$ cat src/rtl/fighter_pkg.sv
// +--------------------------------------------------------------------+
// | fighter_pkg: attack type codes and attack FSM state encoding.      |
// | Revision: 1.0                                                      |
// +--------------------------------------------------------------------+
`default_nettype none

package fighter_pkg;

   // Attack type codes, also consumed by the animation state selector
   localparam logic [1:0] ATK_NONE  = 2'd0;
   localparam logic [1:0] ATK_LIGHT = 2'd1;
   localparam logic [1:0] ATK_HEAVY = 2'd2;

   typedef enum logic [2:0] {
      ST_IDLE     = 3'd0,
      ST_STARTUP  = 3'd1,
      ST_ACTIVE   = 3'd2,
      ST_RECOVER  = 3'd3,
      ST_COOLDOWN = 3'd4
   } atk_state_t;

   function automatic int pick_len(input logic [1:0] atk_type, input int light_len,
                                   input int heavy_len);
      return (atk_type == ATK_LIGHT) ? light_len : heavy_len;
   endfunction

endpackage

`default_nettype wire

$ cat src/rtl/btn_edge_latch.sv
// +--------------------------------------------------------------------+
// | btn_edge_latch: rising-edge detector with a pending flag held      |
// | until the next clear. Revision: 1.0                                |
// +--------------------------------------------------------------------+
`default_nettype none

module btn_edge_latch (
   input  logic clk,
   input  logic reset,
   input  logic btn,
   input  logic clear,
   output logic pending
);

   logic r_prev;
   logic r_pend;
   logic w_rise;

   assign w_rise = btn & ~r_prev;

   // An edge arriving on the same clk as the clear is visible through
   // pending immediately, so the consuming tick sees it.
   assign pending = r_pend | w_rise;

   always_ff @(posedge clk or posedge reset) begin
      if (reset) begin
         r_prev <= 1'b0;
         r_pend <= 1'b0;
      end else begin
         r_prev <= btn;
         if (clear)
            r_pend <= 1'b0;
         else if (w_rise)
            r_pend <= 1'b1;
      end
   end

endmodule

`default_nettype wire

$ cat src/rtl/player_attack_ctrl.sv
// +--------------------------------------------------------------------+
// | player_attack_ctrl: per-player attack sequencer stepping through   |
// | startup/active/recover/cooldown on SCEN. Revision: 1.0             |
// +--------------------------------------------------------------------+
`default_nettype none

module player_attack_ctrl
   import fighter_pkg::*;
#(
   parameter int ATK1_STARTUP = 4,
   parameter int ATK1_ACTIVE  = 3,
   parameter int ATK1_RECOVER = 6,
   parameter int ATK2_STARTUP = 8,
   parameter int ATK2_ACTIVE  = 4,
   parameter int ATK2_RECOVER = 12,
   parameter int COOLDOWN     = 4
) (
   input  logic       clk,
   input  logic       reset,
   input  logic       SCEN,
   input  logic       btn_atk1,
   input  logic       btn_atk2,
   input  logic       hitstun_active,
   input  logic       jump_active,
   output logic       attack_active,
   output logic [1:0] attack_type,
   output logic [5:0] attack_frame,
   output logic       hitbox_active,
   output logic       attack_done
);

   localparam int CD_W = (COOLDOWN > 1) ? $clog2(COOLDOWN) : 1;

   logic            w_pend1;
   logic            w_pend2;
   atk_state_t      r_state;
   logic [5:0]      r_phase;
   logic [CD_W-1:0] r_cd;
   int              w_len;
   logic            w_phase_last;
   logic            w_cd_last;
   logic            w_start;

   btn_edge_latch u_latch_atk1 (
      .clk     (clk),
      .reset   (reset),
      .btn     (btn_atk1),
      .clear   (SCEN),
      .pending (w_pend1)
   );

   btn_edge_latch u_latch_atk2 (
      .clk     (clk),
      .reset   (reset),
      .btn     (btn_atk2),
      .clear   (SCEN),
      .pending (w_pend2)
   );

   always_comb begin
      w_len = 1;
      case (r_state)
         ST_STARTUP: w_len = pick_len(attack_type, ATK1_STARTUP, ATK2_STARTUP);
         ST_ACTIVE:  w_len = pick_len(attack_type, ATK1_ACTIVE, ATK2_ACTIVE);
         ST_RECOVER: w_len = pick_len(attack_type, ATK1_RECOVER, ATK2_RECOVER);
         default:    w_len = 1;
      endcase
   end

   assign w_phase_last = (r_phase == 6'(w_len - 1));
   assign w_cd_last    = (r_cd == CD_W'(COOLDOWN - 1));
   assign w_start      = (w_pend1 | w_pend2) & ~hitstun_active & ~jump_active;

   always_ff @(posedge clk or posedge reset) begin
      if (reset) begin
         r_state       <= ST_IDLE;
         r_phase       <= 6'd0;
         r_cd          <= '0;
         attack_active <= 1'b0;
         attack_type   <= ATK_NONE;
         attack_frame  <= 6'd0;
         hitbox_active <= 1'b0;
         attack_done   <= 1'b0;
      end else begin
         attack_done <= 1'b0;
         if (SCEN) begin
            case (r_state)
               ST_IDLE: begin
                  if (w_start) begin
                     r_state       <= ST_STARTUP;
                     r_phase       <= 6'd0;
                     attack_active <= 1'b1;
                     attack_type   <= w_pend1 ? ATK_LIGHT : ATK_HEAVY;
                     attack_frame  <= 6'd0;
                  end
               end
               ST_STARTUP, ST_ACTIVE, ST_RECOVER: begin
                  if (hitstun_active) begin
                     r_state       <= ST_IDLE;
                     r_phase       <= 6'd0;
                     attack_active <= 1'b0;
                     attack_type   <= ATK_NONE;
                     attack_frame  <= 6'd0;
                     hitbox_active <= 1'b0;
                  end else if (!w_phase_last) begin
                     r_phase      <= r_phase + 6'd1;
                     attack_frame <= attack_frame + 6'd1;
                  end else begin
                     r_phase      <= 6'd0;
                     attack_frame <= attack_frame + 6'd1;
                     case (r_state)
                        ST_STARTUP: begin
                           r_state       <= ST_ACTIVE;
                           hitbox_active <= 1'b1;
                        end
                        ST_ACTIVE: begin
                           r_state       <= ST_RECOVER;
                           hitbox_active <= 1'b0;
                        end
                        default: begin
                           // Normal completion: clear everything and pulse done
                           attack_active <= 1'b0;
                           attack_type   <= ATK_NONE;
                           attack_frame  <= 6'd0;
                           hitbox_active <= 1'b0;
                           attack_done   <= 1'b1;
                           r_cd          <= '0;
                           r_state       <= (COOLDOWN == 0) ? ST_IDLE : ST_COOLDOWN;
                        end
                     endcase
                  end
               end
               ST_COOLDOWN: begin
                  if (w_cd_last) begin
                     r_state <= ST_IDLE;
                     r_cd    <= '0;
                  end else begin
                     r_cd <= r_cd + 1'b1;
                  end
               end
               default: r_state <= ST_IDLE;
            endcase
         end
      end
   end

endmodule

`default_nettype wire

$ cat config.mk
export PLATFORM = sky130hd
export DESIGN_NAME = player_attack_ctrl
export DESIGN_NICKNAME = d
export VERILOG_FILES = /design/src/rtl/fighter_pkg.sv /design/src/rtl/btn_edge_latch.sv /design/src/rtl/player_attack_ctrl.sv
export SDC_FILE = /design/constraint.sdc
export NUM_CORES = 1
export LEC_CHECK = 0
export ABC_AREA = 0
export BUFFER_PORTS_ARGS = -buffer_cell sky130_fd_sc_hd__buf_4
export CAP_MARGIN = 0
export CELL_PAD_IN_SITES_DETAIL_PLACEMENT = 1
export CELL_PAD_IN_SITES_GLOBAL_PLACEMENT = 1
export CORE_ASPECT_RATIO = 2
export CORE_UTILIZATION = 44
export CTS_CLUSTER_DIAMETER = 80
export DETAILED_ROUTE_END_ITERATION = 10
export GPL_TIMING_DRIVEN = 0
export HOLD_SLACK_MARGIN = 0.15
export PLACE_DENSITY_LB_ADDON = 0.3
export RECOVER_POWER = 25
export SLEW_MARGIN = 20
export SYNTH_ARGS = -nofsm -noshare
export SYNTH_HDL_FRONTEND = slang
export SYNTH_SLANG_ARGS = --single-unit
$ cat constraint.sdc
create_clock -name clk -period 2.8 [get_ports clk]
set_clock_uncertainty 0.05 [all_clocks]
set_input_delay 0.14 -clock clk [delete_from_list [all_inputs] [get_ports clk]]
set_output_delay 0.14 -clock clk [all_outputs]
set_load 0.01 [all_outputs]
Yosys cells after proc, flatten, opt, wreduce, memory -nomap -nowiden

Index checks and enable logic that the tools add are counted.

Register bits after elaboration: 26
Input port bits: 7
Output and inout bits: 11
Logic and storage cells: 98

Add/sub/neg operators: 4
Equal/unequal tests: 14
Mux-type cells: 44
Bitwise operators: 11
Reductions and logical operators: 13

Operators by type and width:

| kind                                              | count |
|---|---|
| two-way mux 6 bit                                 | 6 |
| one-hot mux 6 bit (2 select lines)                | 2 |
| two-way mux 1 bit                                 | 16 |
| two-way mux 3 bit                                 | 5 |
| two-way mux 2 bit                                 | 7 |
| adder 6 x 1 -> 6 bit (second input constant)      | 2 |
| one-hot mux 4 bit (3 select lines)                | 1 |
| inequality test 2 bit (second input constant)     | 5 |
| AND reduction 5 bit                               | 2 |
| nonzero test 2 bit                                | 5 |
| one-hot mux 3 bit (3 select lines)                | 1 |
| two-way mux 4 bit                                 | 2 |
| one-hot mux 2 bit (2 select lines)                | 2 |
| == test 3 x 2 -> 1 bit (second input constant)    | 2 |
| == test 6 bit                                     | 1 |
| inequality test 3 bit (second input constant)     | 2 |
| one-hot mux 3 bit (2 select lines)                | 1 |
| AND reduction 3 bit                               | 2 |
| subtractor 6 x 2 -> 6 bit (second input constant) | 1 |
| bitwise AND 1 bit                                 | 4 |
| inverter 1 bit                                    | 4 |
| AND reduction 4 bit                               | 1 |
| == test 3 x 1 -> 1 bit (second input constant)    | 1 |
| == test 3 bit (second input constant)             | 1 |
| other kinds (8)                                   | 10 |

Depth between registers and ports, before layout

Depth in word-level cells: 9
Gate-level depth with buffers: 11
Gate-level depth less buffers: 9

Modules after synthesis

Synthesis repeated with hierarchy kept, for this count alone.

Cell total of the unflattened synthesis: 158
Area, all modules: 1,531.5 µm²

By module, submodules not included:

| module             | times used | cells an instance | area each (µm²) |
|---|---|---|---|
| player_attack_ctrl | 1          | 144               | 1,363.8 |
| btn_edge_latch     | 2          | 7                 | 83.8 |

Worst setup path after synthesis

OpenSTA, ideal clock, no wires.

Path type: reg-to-reg
From: reg r_state[2]
To: reg r_state[1]
Setup time: 128 ps
Data arrival time: 2,272 ps
Required time: 2,622 ps
Setup slack: 350 ps
Stages on the path, launching flop included: 11
Buffers on the path: 1
Cell sequence: dfrtp_1 -> buf_6 -> nand2b_1 -> or3_1 -> ha_1 -> xnor2_1 -> nor2_1 -> and3_4 -> nand4_2 -> a21oi_1 -> mux2_1

Word-level cells in the longest chain between the ends: 6
Elaborated cells on any way between the ends: 17
Classes of those cells: add/sub (1); eq/ne (8); mux (5); reduce/logical (3)

RTL lines:

| element                                        | RTL line                                           | RTL |
|---|---|---|
| start, declared                                | player_attack_ctrl.sv:36                           | `atk_state_t r_state;` |
| start signal, assigned                         | player_attack_ctrl.sv:128                          | `r_state <= (COOLDOWN == 0) ? ST_IDLE : ST_COOLDOWN;` |
| == test 3 x 2 -> 1 bit (tied with other cells) | player_attack_ctrl.sv:62, player_attack_ctrl.sv:87 |  |
| one-hot mux 4 bit (3 select lines)             | player_attack_ctrl.sv:62                           | `case (r_state)` |
| subtractor 6 x 2 -> 6 bit                      | player_attack_ctrl.sv:70                           | `assign w_phase_last = (r_phase == 6'(w_len - 1));` |
| == test 6 bit                                  | player_attack_ctrl.sv:70                           |  |
| inequality test 3 bit (no source line)         | --                                                 |  |
| AND reduction 4 bit (no source line)           | --                                                 |  |

Several ways; a longest one is shown, not always the timed one. The select of a mux whose other input is x is not followed.
A chain may end at the register's enable or synchronous reset.

Worst setup path in the final report

Ends and elaborated chain as after synthesis.

==> run summary <==
Antenna Nets Post-Route - 0
First DRT Iteration DRCs - 18
CTS Buf Count - 3
Slew Limit Headroom - 27.6%
Num Clock Sinks - 26
Final Cell Area - 0.00177 sq mm
Critical Path Start - r_state[2]
I/O pin count - 18
Total congestion overflow - 0
DP HPWL - 2.95 mm
WL/cell - 18.2 microns
Max FO, Critical Path - 9
Clk buf depth - 2
GRT Overall Usage - 23.5%
Fin. max-slew vios - 0
Mapped Cells - 157
Synth Warn # - 0
Post-synthesis net count - 168
Setup CP Type - reg -> reg
Placement Cell Area - 0.00163 sq mm
Total power - 0.00176 W
Arrival @ worst endpoint - 2.79 ns
RR Startpoint - r_state[2]
First-pass GRT wire length - 6.53 mm
Port Buffers - 16
Vias in the first global route - 1413
Chip width - 42.9 microns
Rows - 29
Hold Crit Class - in -> reg
Clock latency on the worst-skew pair - 0.27 ns
Syn Std Cell Area - 0.00148 sq mm
Share of cells above drive strength 1 - 20.9%
First drt pass iteration count - 4
FFs w/ async S/R, synth - 100%
Antenna Cells - 0
Critical Path Sink Type - register
Final design utilization - 55.3%
Worst-path clk slew - 0.09 ns
Final Wtd Congestion - 0.835
RSZ-0062 raised after global routing - no
Vias/cell - 6.03
DRC viols - 0
Critical hold path startpoint - hitstun_active
Post-synth EDFFs - 0
Via count - 1284
Top_reg_cell synth - dfrtp_1
Pwr dens - 994 mW/mm^2
Period utilisation layout - 95.5%
Antenna violations before repair - 0
Maxcap violations - 0
Fmax - 374 MHz
#FFs+latches synth - 26
Largest net degree at the start of global routing - 27
Layout overhead on the synthesized area - 19.8%
Fin nets - 194
Post-CTS Setup Inserts - 0
Initial core utilization - 46.2%
Most common cell after layout, fill and taps aside - dfrtp_1
Worst-Margin Slew - 1.08 ns
Synth cell types - 42
Final hold viol count - 0
Register area share after synthesis - 44.1%
Worst VDD drop - 0.000501 V
Pleak - 0.775 nW
Outcome - finished, final reports clean
Root buf cell - clkbuf_8
Max H-tree Level - 1
CP required - 2.91 ns
Min Tclk post-route - 2.68 ns
TritonCTS clock tree - built
Commonest non-fill, non-tap cells in the layout - 26 x dfrtp_1, 18 x nor2_1, 13 x buf_4
Endpoints failing setup - 0
Total negative setup slack - 0 ns
Crit start category - register
Syn_area_per_cell - 9.40 sq um
Post-Route WL - 3.88 mm
Die area - 0.00360 sq mm
Vert. Die Dim - 83.9 microns
Core area - 0.00319 sq mm
==> metrics by stage <==
stage / cells / setup WS [ns] / hold WS, ns
4_1_cts: 212 / 0.0385 / 0.151
3_5_place_dp: 204 / -0.0297 / 0.209
6_report: 213 / 0.125 / 0.156
5_1_grt: 213 / 0.00103 / 0.176
3_3_place_gp: 204 / 0.0664 / 0.207
2_1_floorplan: 157 / 0.350 / 0.121
==> final timing paths <==
| kind | endpoint | slack (ns) | cells past startpoint |
|---|---|---|---|
| worst max-delay path | r_state[1] | 0.12 | 10 |
| worst min-delay path | attack_active | 0.16 | 2 |
| worst min register to register | hitbox_active | 0.47 | 1 |
| max in group asynchronous | attack_active | 1.20 | 4 |
| worst max register to register | r_state[1] | 0.12 | 10 |
| min in group asynchronous | attack_frame[5] | 0.27 | 3 |
==> cell usage after synthesis (all sizes together), types with 2 or more instances <==
library cell | number | area share, %
a2bb2oi | 2 | 1.2
o21ai | 11 | 4.0
o22ai | 3 | 1.3
clkbuf | 2 | 0.51
xnor2 | 7 | 4.2
nand2 | 11 | 2.8
xor2 | 2 | 1.2
inv | 8 | 2.0
nor3 | 7 | 2.4
nand3 | 8 | 2.7
nand2b | 5 | 2.1
ha | 4 | 3.4
buf | 5 | 2.5
and3 | 2 | 1.5
a31oi | 3 | 1.3
mux2i | 2 | 1.4
nand4 | 2 | 1.3
nor2b | 3 | 1.3
nor2 | 18 | 4.6
or3 | 3 | 1.3
a21oi | 7 | 2.6
o31ai | 2 | 1.0
dfrtp | 26 | 44
==> cell type report <==
| class | instances | area (sq um) |
|---|---|---|
| Timing Repair Buffer | 21 | 164 |
| Tap cell | 31 | 38.8 |
| Buffer | 7 | 45.0 |
| Fill cell | 373 | 1430 |
| Inverter | 8 | 30.0 |
| Clock buffer | 4 | 55.1 |
| Sequential cell | 26 | 651 |
| Multi-Input combinational cell | 116 | 783 |
==> state kept, by name, summed over array words and instances (netlist names) <==
| signal | count |
|---|---|
| attack_done | 1 |
| u_latch_atk1.r_prev | 1 |
| r_cd | 2 |
| attack_type | 2 |
| attack_active | 1 |
| u_latch_atk1.r_pend | 1 |
| attack_frame | 6 |
| hitbox_active | 1 |
| u_latch_atk2.r_pend | 1 |
| u_latch_atk2.r_prev | 1 |
| r_phase | 6 |
| r_state | 3 |
==> what timing repair did <==
action,CTS,global route
pin swaps,0,0
endpoints found under the setup margin,2,2
endpoints found under the hold margin,30,0
gates resized for setup,1,4
hold buffers,4,0
==> routing by layer <==
layer | share of wire [%] | track usage [%]
met5 | 0 | 0
met4 | 1.0 | 5.79
met3 | 2.3 | 2.38
met2 | 60 | 46.6
met1 | 36 | 24.8
==> worst max-delay path: stages, from the launching register on <==
cell	delay, ns
dfrtp_1	0.39
buf_6	0.14
nand2b_1	0.20
or3_1	0.35
ha_1	0.30
xnor2_1	0.13
nor2_1	0.10
and3_4	0.22
nand4_4	0.18
a21oi_2	0.18
mux2_1	0.33
==> cell families after synthesis <==
kind of cell / after synthesis / synth area share (%)
AOI/OAI and AO/OA: 36 / 16.7
adders and majority gates: 4 / 3.39
and+or+nand+nor: 64 / 23.2
xor gates and xnor gates: 9 / 5.34
DFF: 26 / 44.1
buffers and inverters: 15 / 5.09
muxes: 3 / 2.12
==> power breakdown <==
| part | total, W | internal, W | switching (W) | leakage, nW |
|---|---|---|---|---|
| Clock | 0.000249 | 0.000126 | 0.000123 | 0.0288 |
| Combinational | 0.000968 | 0.000412 | 0.000556 | 0.407 |
| Sequential | 0.000540 | 0.000463 | 0.0000769 | 0.340 |
| Total | 0.00176 | 0.00100 | 0.000756 | 0.775 |
Power figures use the tool's default switching activity.
